**src/rtl/mem_access_ctrl_if.sv**
```systemverilog
// ---------------------------------------------------------------------------
// mem_access_ctrl_if
// Data-memory bus between the MEM-stage access controller and the memory.
// One transaction is outstanding at a time: request/grant, then a response.
//
// Signals
//   mem_req     controller -> memory  request valid; address/data held stable
//   mem_we      controller -> memory  1 = store, 0 = load (0 when mem_req = 0)
//   mem_addr    controller -> memory  word-aligned byte address
//   mem_wdata   controller -> memory  lane-replicated store data
//   mem_wmask   controller -> memory  byte enables (0 for loads)
//   mem_gnt     memory -> controller  request accepted this cycle
//   mem_rvalid  memory -> controller  response valid this cycle
//   mem_rdata   memory -> controller  response word
//
// Modports: master = controller side, slave = memory side.
// ---------------------------------------------------------------------------
interface mem_access_ctrl_if;
  logic        mem_req;
  logic        mem_we;
  logic [31:0] mem_addr;
  logic [31:0] mem_wdata;
  logic [3:0]  mem_wmask;
  logic        mem_gnt;
  logic        mem_rvalid;
  logic [31:0] mem_rdata;

  modport master (
    output mem_req,
    output mem_we,
    output mem_addr,
    output mem_wdata,
    output mem_wmask,
    input  mem_gnt,
    input  mem_rvalid,
    input  mem_rdata
  );

  modport slave (
    input  mem_req,
    input  mem_we,
    input  mem_addr,
    input  mem_wdata,
    input  mem_wmask,
    output mem_gnt,
    output mem_rvalid,
    output mem_rdata
  );
endinterface

```
**src/rtl/mem_access_ctrl.sv**
```systemverilog
// ---------------------------------------------------------------------------
// mem_access_ctrl
// MEM-stage access controller for the 5-stage RV32I pipeline. It decodes the
// load/store held in EX/MEM, runs one request/grant/response transaction on
// the data bus, and freezes the upstream pipeline until the access finishes.
// It also formats store data and byte masks, extends load data, and flags
// misaligned/illegal accesses and bus timeouts.
//
// Parameters
//   TIMEOUT        maximum REQ+WAIT cycles before abort (1..1023)
//
// Ports
//   clk            clock, rising edge
//   rst            asynchronous active-low reset
//   valid_m        EX/MEM holds a real instruction
//   instr_opcodeM  opcode from EX/MEM
//   funct3M        funct3 from EX/MEM
//   ALUResultM     effective byte address
//   rdata2M        store source data
//   stall          freeze PC and pipeline registers up to EX/MEM
//   bus            data-memory bus (master side)
//   load_data      extended load result (registered)
//   load_valid     load_data valid this cycle (registered)
//   fault          misaligned or illegal access this cycle (combinational)
//   bus_err        access aborted by timeout (registered)
// ---------------------------------------------------------------------------
module mem_access_ctrl #(
  parameter int TIMEOUT = 64
) (
  input  logic                      clk,
  input  logic                      rst,
  input  logic                      valid_m,
  input  logic [6:0]                instr_opcodeM,
  input  logic [2:0]                funct3M,
  input  logic [31:0]               ALUResultM,
  input  logic [31:0]               rdata2M,
  output logic                      stall,
  mem_access_ctrl_if.master         bus,
  output logic [31:0]               load_data,
  output logic                      load_valid,
  output logic                      fault,
  output logic                      bus_err
);

  localparam logic [6:0] OP_LOAD  = 7'b0000011;
  localparam logic [6:0] OP_STORE = 7'b0100011;

  // Counter value seen in the last allowed REQ/WAIT cycle.
  localparam logic [9:0] TO_LAST  = 10'(TIMEOUT - 1);

  typedef enum logic [1:0] {
    ST_IDLE = 2'b00,
    ST_REQ  = 2'b01,
    ST_WAIT = 2'b10,
    ST_DONE = 2'b11
  } state_t;

  state_t      state_r;
  state_t      state_nx_s;
  logic [9:0]  cnt_r;
  logic        ld_r;
  logic [31:0] load_data_r;
  logic        load_valid_r;
  logic        bus_err_r;

  logic        is_ld_op_s;
  logic        is_st_op_s;
  logic        legal_s;
  logic        misalign_s;
  logic        mem_op_s;
  logic        access_ok_s;
  logic        fault_s;
  logic        stall_s;
  logic        mem_req_s;
  logic        capture_s;
  logic        abort_s;
  logic        last_s;
  logic [31:0] wdata_s;
  logic [3:0]  wmask_s;
  logic [7:0]  byte_s;
  logic [15:0] half_s;
  logic [31:0] ext_s;

  assign is_ld_op_s  = (instr_opcodeM == OP_LOAD);
  assign is_st_op_s  = (instr_opcodeM == OP_STORE);
  assign mem_op_s    = valid_m & (is_ld_op_s | is_st_op_s);
  assign access_ok_s = mem_op_s & legal_s & ~misalign_s;
  assign last_s      = (cnt_r >= TO_LAST);

  // Legality and alignment of the load/store held in EX/MEM.
  always_comb begin
    legal_s    = 1'b0;
    misalign_s = 1'b0;
    if (is_ld_op_s) begin
      case (funct3M)
        3'b000, 3'b100: begin
          legal_s    = 1'b1;
          misalign_s = 1'b0;
        end
        3'b001, 3'b101: begin
          legal_s    = 1'b1;
          misalign_s = ALUResultM[0];
        end
        3'b010: begin
          legal_s    = 1'b1;
          misalign_s = |ALUResultM[1:0];
        end
        default: begin
          legal_s    = 1'b0;
          misalign_s = 1'b0;
        end
      endcase
    end else if (is_st_op_s) begin
      case (funct3M)
        3'b000: begin
          legal_s    = 1'b1;
          misalign_s = 1'b0;
        end
        3'b001: begin
          legal_s    = 1'b1;
          misalign_s = ALUResultM[0];
        end
        3'b010: begin
          legal_s    = 1'b1;
          misalign_s = |ALUResultM[1:0];
        end
        default: begin
          legal_s    = 1'b0;
          misalign_s = 1'b0;
        end
      endcase
    end else begin
      legal_s    = 1'b0;
      misalign_s = 1'b0;
    end
  end

  // Store data lane replication and byte-enable generation.
  always_comb begin
    wdata_s = 32'h0000_0000;
    wmask_s = 4'b0000;
    case (funct3M)
      3'b000: begin
        wdata_s = {4{rdata2M[7:0]}};
        wmask_s = 4'b0001 << ALUResultM[1:0];
      end
      3'b001: begin
        wdata_s = {2{rdata2M[15:0]}};
        wmask_s = 4'b0011 << {ALUResultM[1], 1'b0};
      end
      3'b010: begin
        wdata_s = rdata2M;
        wmask_s = 4'b1111;
      end
      default: begin
        wdata_s = 32'h0000_0000;
        wmask_s = 4'b0000;
      end
    endcase
  end

  // Lane selection and sign/zero extension of the response word.
  always_comb begin
    byte_s = 8'h00;
    half_s = 16'h0000;
    ext_s  = 32'h0000_0000;
    case (ALUResultM[1:0])
      2'b00:   byte_s = bus.mem_rdata[7:0];
      2'b01:   byte_s = bus.mem_rdata[15:8];
      2'b10:   byte_s = bus.mem_rdata[23:16];
      2'b11:   byte_s = bus.mem_rdata[31:24];
      default: byte_s = 8'h00;
    endcase
    half_s = ALUResultM[1] ? bus.mem_rdata[31:16] : bus.mem_rdata[15:0];
    case (funct3M)
      3'b000:  ext_s = {{24{byte_s[7]}}, byte_s};
      3'b001:  ext_s = {{16{half_s[15]}}, half_s};
      3'b010:  ext_s = bus.mem_rdata;
      3'b100:  ext_s = {24'h00_0000, byte_s};
      3'b101:  ext_s = {16'h0000, half_s};
      default: ext_s = 32'h0000_0000;
    endcase
  end

  // Next-state and per-state control outputs.
  always_comb begin
    state_nx_s = state_r;
    stall_s    = 1'b0;
    mem_req_s  = 1'b0;
    fault_s    = 1'b0;
    capture_s  = 1'b0;
    abort_s    = 1'b0;
    case (state_r)
      ST_IDLE: begin
        // Faults never stall: the offending instruction simply moves on.
        fault_s = mem_op_s & ~(legal_s & ~misalign_s);
        if (access_ok_s) begin
          stall_s    = 1'b1;
          state_nx_s = ST_REQ;
        end else begin
          stall_s    = 1'b0;
          state_nx_s = ST_IDLE;
        end
      end
      ST_REQ: begin
        stall_s   = 1'b1;
        mem_req_s = 1'b1;
        // A grant in the final allowed cycle still aborts: no budget is left
        // for the response.
        if (last_s) begin
          abort_s    = 1'b1;
          state_nx_s = ST_DONE;
        end else if (bus.mem_gnt) begin
          state_nx_s = ST_WAIT;
        end else begin
          state_nx_s = ST_REQ;
        end
      end
      ST_WAIT: begin
        stall_s = 1'b1;
        // A response arriving together with the timeout wins.
        if (bus.mem_rvalid) begin
          capture_s  = 1'b1;
          state_nx_s = ST_DONE;
        end else if (last_s) begin
          abort_s    = 1'b1;
          state_nx_s = ST_DONE;
        end else begin
          state_nx_s = ST_WAIT;
        end
      end
      ST_DONE: begin
        stall_s    = 1'b0;
        state_nx_s = ST_IDLE;
      end
      default: begin
        stall_s    = 1'b0;
        state_nx_s = ST_IDLE;
      end
    endcase
  end

  // FSM state register.
  always_ff @(posedge clk or negedge rst) begin
    if (!rst) begin
      state_r <= ST_IDLE;
    end else begin
      state_r <= state_nx_s;
    end
  end

  // Timeout counter: cleared when an access starts, counts REQ/WAIT cycles.
  always_ff @(posedge clk or negedge rst) begin
    if (!rst) begin
      cnt_r <= 10'd0;
    end else if (state_r == ST_IDLE) begin
      cnt_r <= 10'd0;
    end else if ((state_r == ST_REQ) || (state_r == ST_WAIT)) begin
      cnt_r <= cnt_r + 10'd1;
    end else begin
      cnt_r <= cnt_r;
    end
  end

  // Remember the access kind when the transaction is launched.
  always_ff @(posedge clk or negedge rst) begin
    if (!rst) begin
      ld_r <= 1'b0;
    end else if ((state_r == ST_IDLE) && access_ok_s) begin
      ld_r <= is_ld_op_s;
    end else begin
      ld_r <= ld_r;
    end
  end

  // Load result register plus the DONE-cycle status flags.
  always_ff @(posedge clk or negedge rst) begin
    if (!rst) begin
      load_data_r  <= 32'h0000_0000;
      load_valid_r <= 1'b0;
      bus_err_r    <= 1'b0;
    end else begin
      load_valid_r <= capture_s & ld_r;
      bus_err_r    <= abort_s;
      if (capture_s && ld_r) begin
        load_data_r <= ext_s;
      end else if (abort_s) begin
        load_data_r <= 32'h0000_0000;
      end else begin
        load_data_r <= load_data_r;
      end
    end
  end

  assign stall         = stall_s;
  assign fault         = fault_s;
  assign load_data     = load_data_r;
  assign load_valid    = load_valid_r;
  assign bus_err       = bus_err_r;

  assign bus.mem_req   = mem_req_s;
  assign bus.mem_we    = mem_req_s & ~ld_r;
  assign bus.mem_addr  = {ALUResultM[31:2], 2'b00};
  assign bus.mem_wdata = wdata_s;
  assign bus.mem_wmask = is_st_op_s ? wmask_s : 4'b0000;

endmodule

```
**src/flat_wrapper.sv**
```systemverilog
// flat-port wrapper written by rule: the top's interface ports become plain ports
module mem_access_ctrl_flat 
#(
  parameter int TIMEOUT = 64
)
  (clk, rst, valid_m, instr_opcodeM, funct3M, ALUResultM, rdata2M, stall, load_data, load_valid, fault, bus_err, bus_mem_req, bus_mem_we, bus_mem_addr, bus_mem_wdata, bus_mem_wmask, bus_mem_gnt, bus_mem_rvalid, bus_mem_rdata);
  mem_access_ctrl_if bus_i ();
  input  logic clk;
  input  logic rst;
  input  logic valid_m;
  input  logic [6:0] instr_opcodeM;
  input  logic [2:0] funct3M;
  input  logic [31:0] ALUResultM;
  input  logic [31:0] rdata2M;
  output logic stall;
  output logic [31:0] load_data;
  output logic load_valid;
  output logic fault;
  output logic bus_err;
  output wire logic [$bits(bus_i.mem_req)-1:0] bus_mem_req;
  output wire logic [$bits(bus_i.mem_we)-1:0] bus_mem_we;
  output wire logic [$bits(bus_i.mem_addr)-1:0] bus_mem_addr;
  output wire logic [$bits(bus_i.mem_wdata)-1:0] bus_mem_wdata;
  output wire logic [$bits(bus_i.mem_wmask)-1:0] bus_mem_wmask;
  input wire logic [$bits(bus_i.mem_gnt)-1:0] bus_mem_gnt;
  input wire logic [$bits(bus_i.mem_rvalid)-1:0] bus_mem_rvalid;
  input wire logic [$bits(bus_i.mem_rdata)-1:0] bus_mem_rdata;
  assign bus_mem_req = bus_i.mem_req;
  assign bus_mem_we = bus_i.mem_we;
  assign bus_mem_addr = bus_i.mem_addr;
  assign bus_mem_wdata = bus_i.mem_wdata;
  assign bus_mem_wmask = bus_i.mem_wmask;
  assign bus_i.mem_gnt = bus_mem_gnt;
  assign bus_i.mem_rvalid = bus_mem_rvalid;
  assign bus_i.mem_rdata = bus_mem_rdata;
  mem_access_ctrl #(.TIMEOUT(TIMEOUT)) u_core (.clk(clk), .rst(rst), .valid_m(valid_m), .instr_opcodeM(instr_opcodeM), .funct3M(funct3M), .ALUResultM(ALUResultM), .rdata2M(rdata2M), .stall(stall), .bus(bus_i), .load_data(load_data), .load_valid(load_valid), .fault(fault), .bus_err(bus_err));
endmodule
```
**config.mk**
```make
export PLATFORM = sky130hd
export DESIGN_NAME = mem_access_ctrl_flat
export DESIGN_NICKNAME = d
export VERILOG_FILES = /design/src/rtl/mem_access_ctrl_if.sv /design/src/rtl/mem_access_ctrl.sv /design/src/flat_wrapper.sv
export SDC_FILE = /design/constraint.sdc
export NUM_CORES = 1
export LEC_CHECK = 0
export ABC_CLOCK_PERIOD_IN_PS = 4800
export BUFFER_PORTS_ARGS = -buffer_cell sky130_fd_sc_hd__clkbuf_2
export CORE_MARGIN = 2
export CORE_UTILIZATION = 46
export DETAILED_ROUTE_END_ITERATION = 6
export PLACE_DENSITY = 0.93
export SYNTH_ARGS = -nofsm -noshare
export SYNTH_HDL_FRONTEND = slang
export SYNTH_SLANG_ARGS = --single-unit
```
**constraint.sdc**
```tcl
create_clock -name clk -period 4.8 [get_ports clk]
set_clock_uncertainty 0.05 [all_clocks]
set_input_delay 1.2 -clock clk [delete_from_list [all_inputs] [get_ports clk]]
set_output_delay 1.2 -clock clk [all_outputs]
set_load 0.05 [all_outputs]
```
==> results_dict.tcl <==
set metrics [dict create \
    syn_to_final_growth_pct 18.8 \
    ys_warn_count 0 \
    fillers 698 \
    grtUsageTotal_pct 23.8 \
    p_leak_nw 2.01 \
    cts_buffers 5 \
    endpoint_kind "output port" \
    placedCellCount 581 \
    finalSetupViolCount 0 \
    grt_first_pass_wirelength_mm 14.7 \
    cts_tree "done" \
    synth_cells 381 \
    cts_resized 0 \
    vdd_ir_drop_max_v 0.000164 \
    final_common_cell "clkbuf_2" \
    layout.cells.non_filler 588 \
    worst_slew_pin_slew_ns 1.14 \
    die_area_mm2 0.00798 \
    drive_above_1_share_pct 38.2 \
    yosysUniqueCellTypes 51 \
    drcViolationCount 0 \
    timing.fmax_mhz 247 \
    grt_max_degree 48 \
    syn_area_mm2 0.00335 \
    antenna_found_initial 0 \
    hold_path.class "flop to flop" \
    drv_cap 0 \
    place_congestion 0.858 \
    chipWidth_um 89.3 \
    final_cell_mix "154 x clkbuf_2, 47 x dfrtp_1, 44 x a21oi_1, 44 x nor2_1, 21 x o2bb2ai_1" \
    start_kind "input port" \
    utilization_pct 55.8 \
    num_vias 3400 \
    crit_fanout 29 \
    async_flop_share_pct 100 \
    fin_crit_ns 4.05 \
    start_util_pct 46.9 \
    cts.hold.buffers_added 0 \
    htree_levels 2 \
    finalMaxSlewViolations 0 \
    post-cts-setup-buffers 0 \
    clock-sinks 47 \
    max-slew-margin-rel_pct 24.3 \
    ant_nets 0 \
    wl_per_cell_um 17.0 \
    status "finished, final reports clean" \
    wl_mm 10.0 \
    ys.flop_type "dfrtp_1" \
    cts_root_buffer "clkbuf_8" \
    drt-initial-drc-count 164 \
    clk_path_buf_depth 2 \
    dp_hpwl_mm 7.62 \
    ys_seq_elements 47 \
    seq_area_frac_synth_pct 35.1 \
    via_per_inst 5.78 \
    rsz0062_at_grt "false" \
    grt_pass1_vias 3103 \
    hold_viol 0 \
    avgSynthCellArea_um2 8.79 \
    insertion_delay_ns 0.29 \
    grt-ovfl-total 0 \
    worstPathRequired_ns 3.55 \
    rows 31 \
    path_clk_slew_ns 0.08 \
    drt_pre_antenna_iters 4 \
    synth_edf_count 0 \
    core_mm2 0.00714 \
    io_pins 217 \
    timing.final.crit_share_pct 84.4 \
    power_w 0.000940 \
    fin_nets 605 \
    powerDensity_mw_per_mm2 236 \
    tns_ns 0 \
    arrival_ns 2.80 \
    fp.dieH_um 89.3 \
    antennaDiodeCount 0 \
    worst-setup-path-type "input port to output port" \
    port_buffers 154 \
]
==> flip-flops by register name, summed over array words and instances, names as in the netlist, named ones only <==
register,cells
u_core.state_r,1
u_core.cnt_r,10
u_core.ld_r,1
u_core.load_valid,1
u_core.bus_err,1
u_core.load_data,32
==> worst max-delay path, cell delays in order <==
cell and delay, ns:
clkbuf_2 0.35, o41ai_1 0.60, nand4_1 0.23, o21ai_0 0.12, clkbuf_2 0.30
==> metrics by stage <==
stage	cell area, um^2	setup slack (ns)	hold slack, ns
4_1_cts	3980	0.752	0.435
6_report	3980	0.747	0.434
3_3_place_gp	3890	0.874	0.413
2_1_floorplan	3350	0.724	0.403
3_5_place_dp	3890	0.757	0.417
5_1_grt	3980	0.613	0.462
==> cell usage after synthesis, types with 2 or more instances <==
library cell  number  area share [%]
a21o_1             3            0.67
a21oi_1           44             6.6
a221o_2            8             2.7
a221oi_1           8             2.1
a22o_1             2            0.52
a2bb2oi_1         16             4.2
a31oi_1            2            0.37
and2_1            11             2.1
and3_1             3            0.56
buf_1              2            0.22
buf_2              9             1.3
buf_4             35             7.8
buf_6              4             1.3
clkbuf_1           8            0.90
clkbuf_2           2            0.30
dfrtp_1           47              35
ha_1               5             1.9
inv_1              7            0.78
mux2_2             3             1.0
mux2i_1            8             2.4
nand2_1           15             1.7
nand2b_1           2            0.37
nand3_1            5            0.75
nand4_1            3            0.56
nor2_1            44             4.9
nor2b_1           14             2.6
nor3b_2            2            0.75
nor4_1             3            0.56
o21ai_0           19             2.8
o21bai_1           2            0.45
o2bb2ai_1         21             5.5
o31ai_1            4            0.90
xnor2_1            2            0.52
==> worst paths after layout <==
check	from	endpoint	slack, ns	cells past startpoint
max in group asynchronous	rst	u_core.load_valid$_DFF_PN0_	2.95	1
worst min register to register	u_core.load_data[7]$_DFFE_PN0P_	u_core.load_data[7]$_DFFE_PN0P_	0.43	1
worst min-delay path	u_core.load_data[7]$_DFFE_PN0P_	u_core.load_data[7]$_DFFE_PN0P_	0.43	1
worst max-delay path	funct3M[2]	stall	0.75	5
min in group asynchronous	rst	u_core.load_data[24]$_DFFE_PN0P_	1.06	1
worst max register to register	u_core.state_r[0]$_DFF_PN0_	u_core.load_data[15]$_DFFE_PN0P_	2.66	6
==> where the power goes <==
part	internal, W	total [W]	switching (W)	leakage, nW
clock network	0.000113	0.000240	0.000127	0.0470
registers	0.000404	0.000411	0.00000752	0.655
logic	0.0000984	0.000289	0.000191	1.31
==> layer usage <==
layer	track usage, %	vias to the layer above	part of all wire (%)
li1	-	1565	-
met1	27.8	1622	37
met2	43.2	176	54
met5	0	-	0
met3	4.06	37	7.0
met4	9.63	0	3.0
==> cell families (layout without fill, tap and decap cells) <==
| group | Yosys count | in the layout | synth area share [%] |
|---|---|---|---|
| AND/OR/NAND/NOR | 108 | 108 | 16.2 |
| adder cells (fa/ha/maj) | 5 | 5 | 1.87 |
| AO/OA/AOI/OAI | 139 | 139 | 29.8 |
| multiplexers | 11 | 11 | 3.40 |
| other | 1 | 2 | 0.112 |
| buffers and inverters | 67 | 174 | 12.7 |
| flip-flops | 47 | 47 | 35.1 |
| XOR/XNOR | 3 | 3 | 0.785 |
==> area by class of cell <==
cell class / instances / area, um^2 / share of cell area, %
clock inverter: 1 / 5.00 / 0.126
tap: 99 / 124 / 3.11
clock buffer: 6 / 82.6 / 2.07
sequential: 47 / 1180 / 29.6
multi-input combinational: 268 / 1750 / 44.0
inverter: 7 / 26.3 / 0.660
timing repair buffer: 160 / 816 / 20.5
Note: power is estimated with default switching activity, not from simulation.
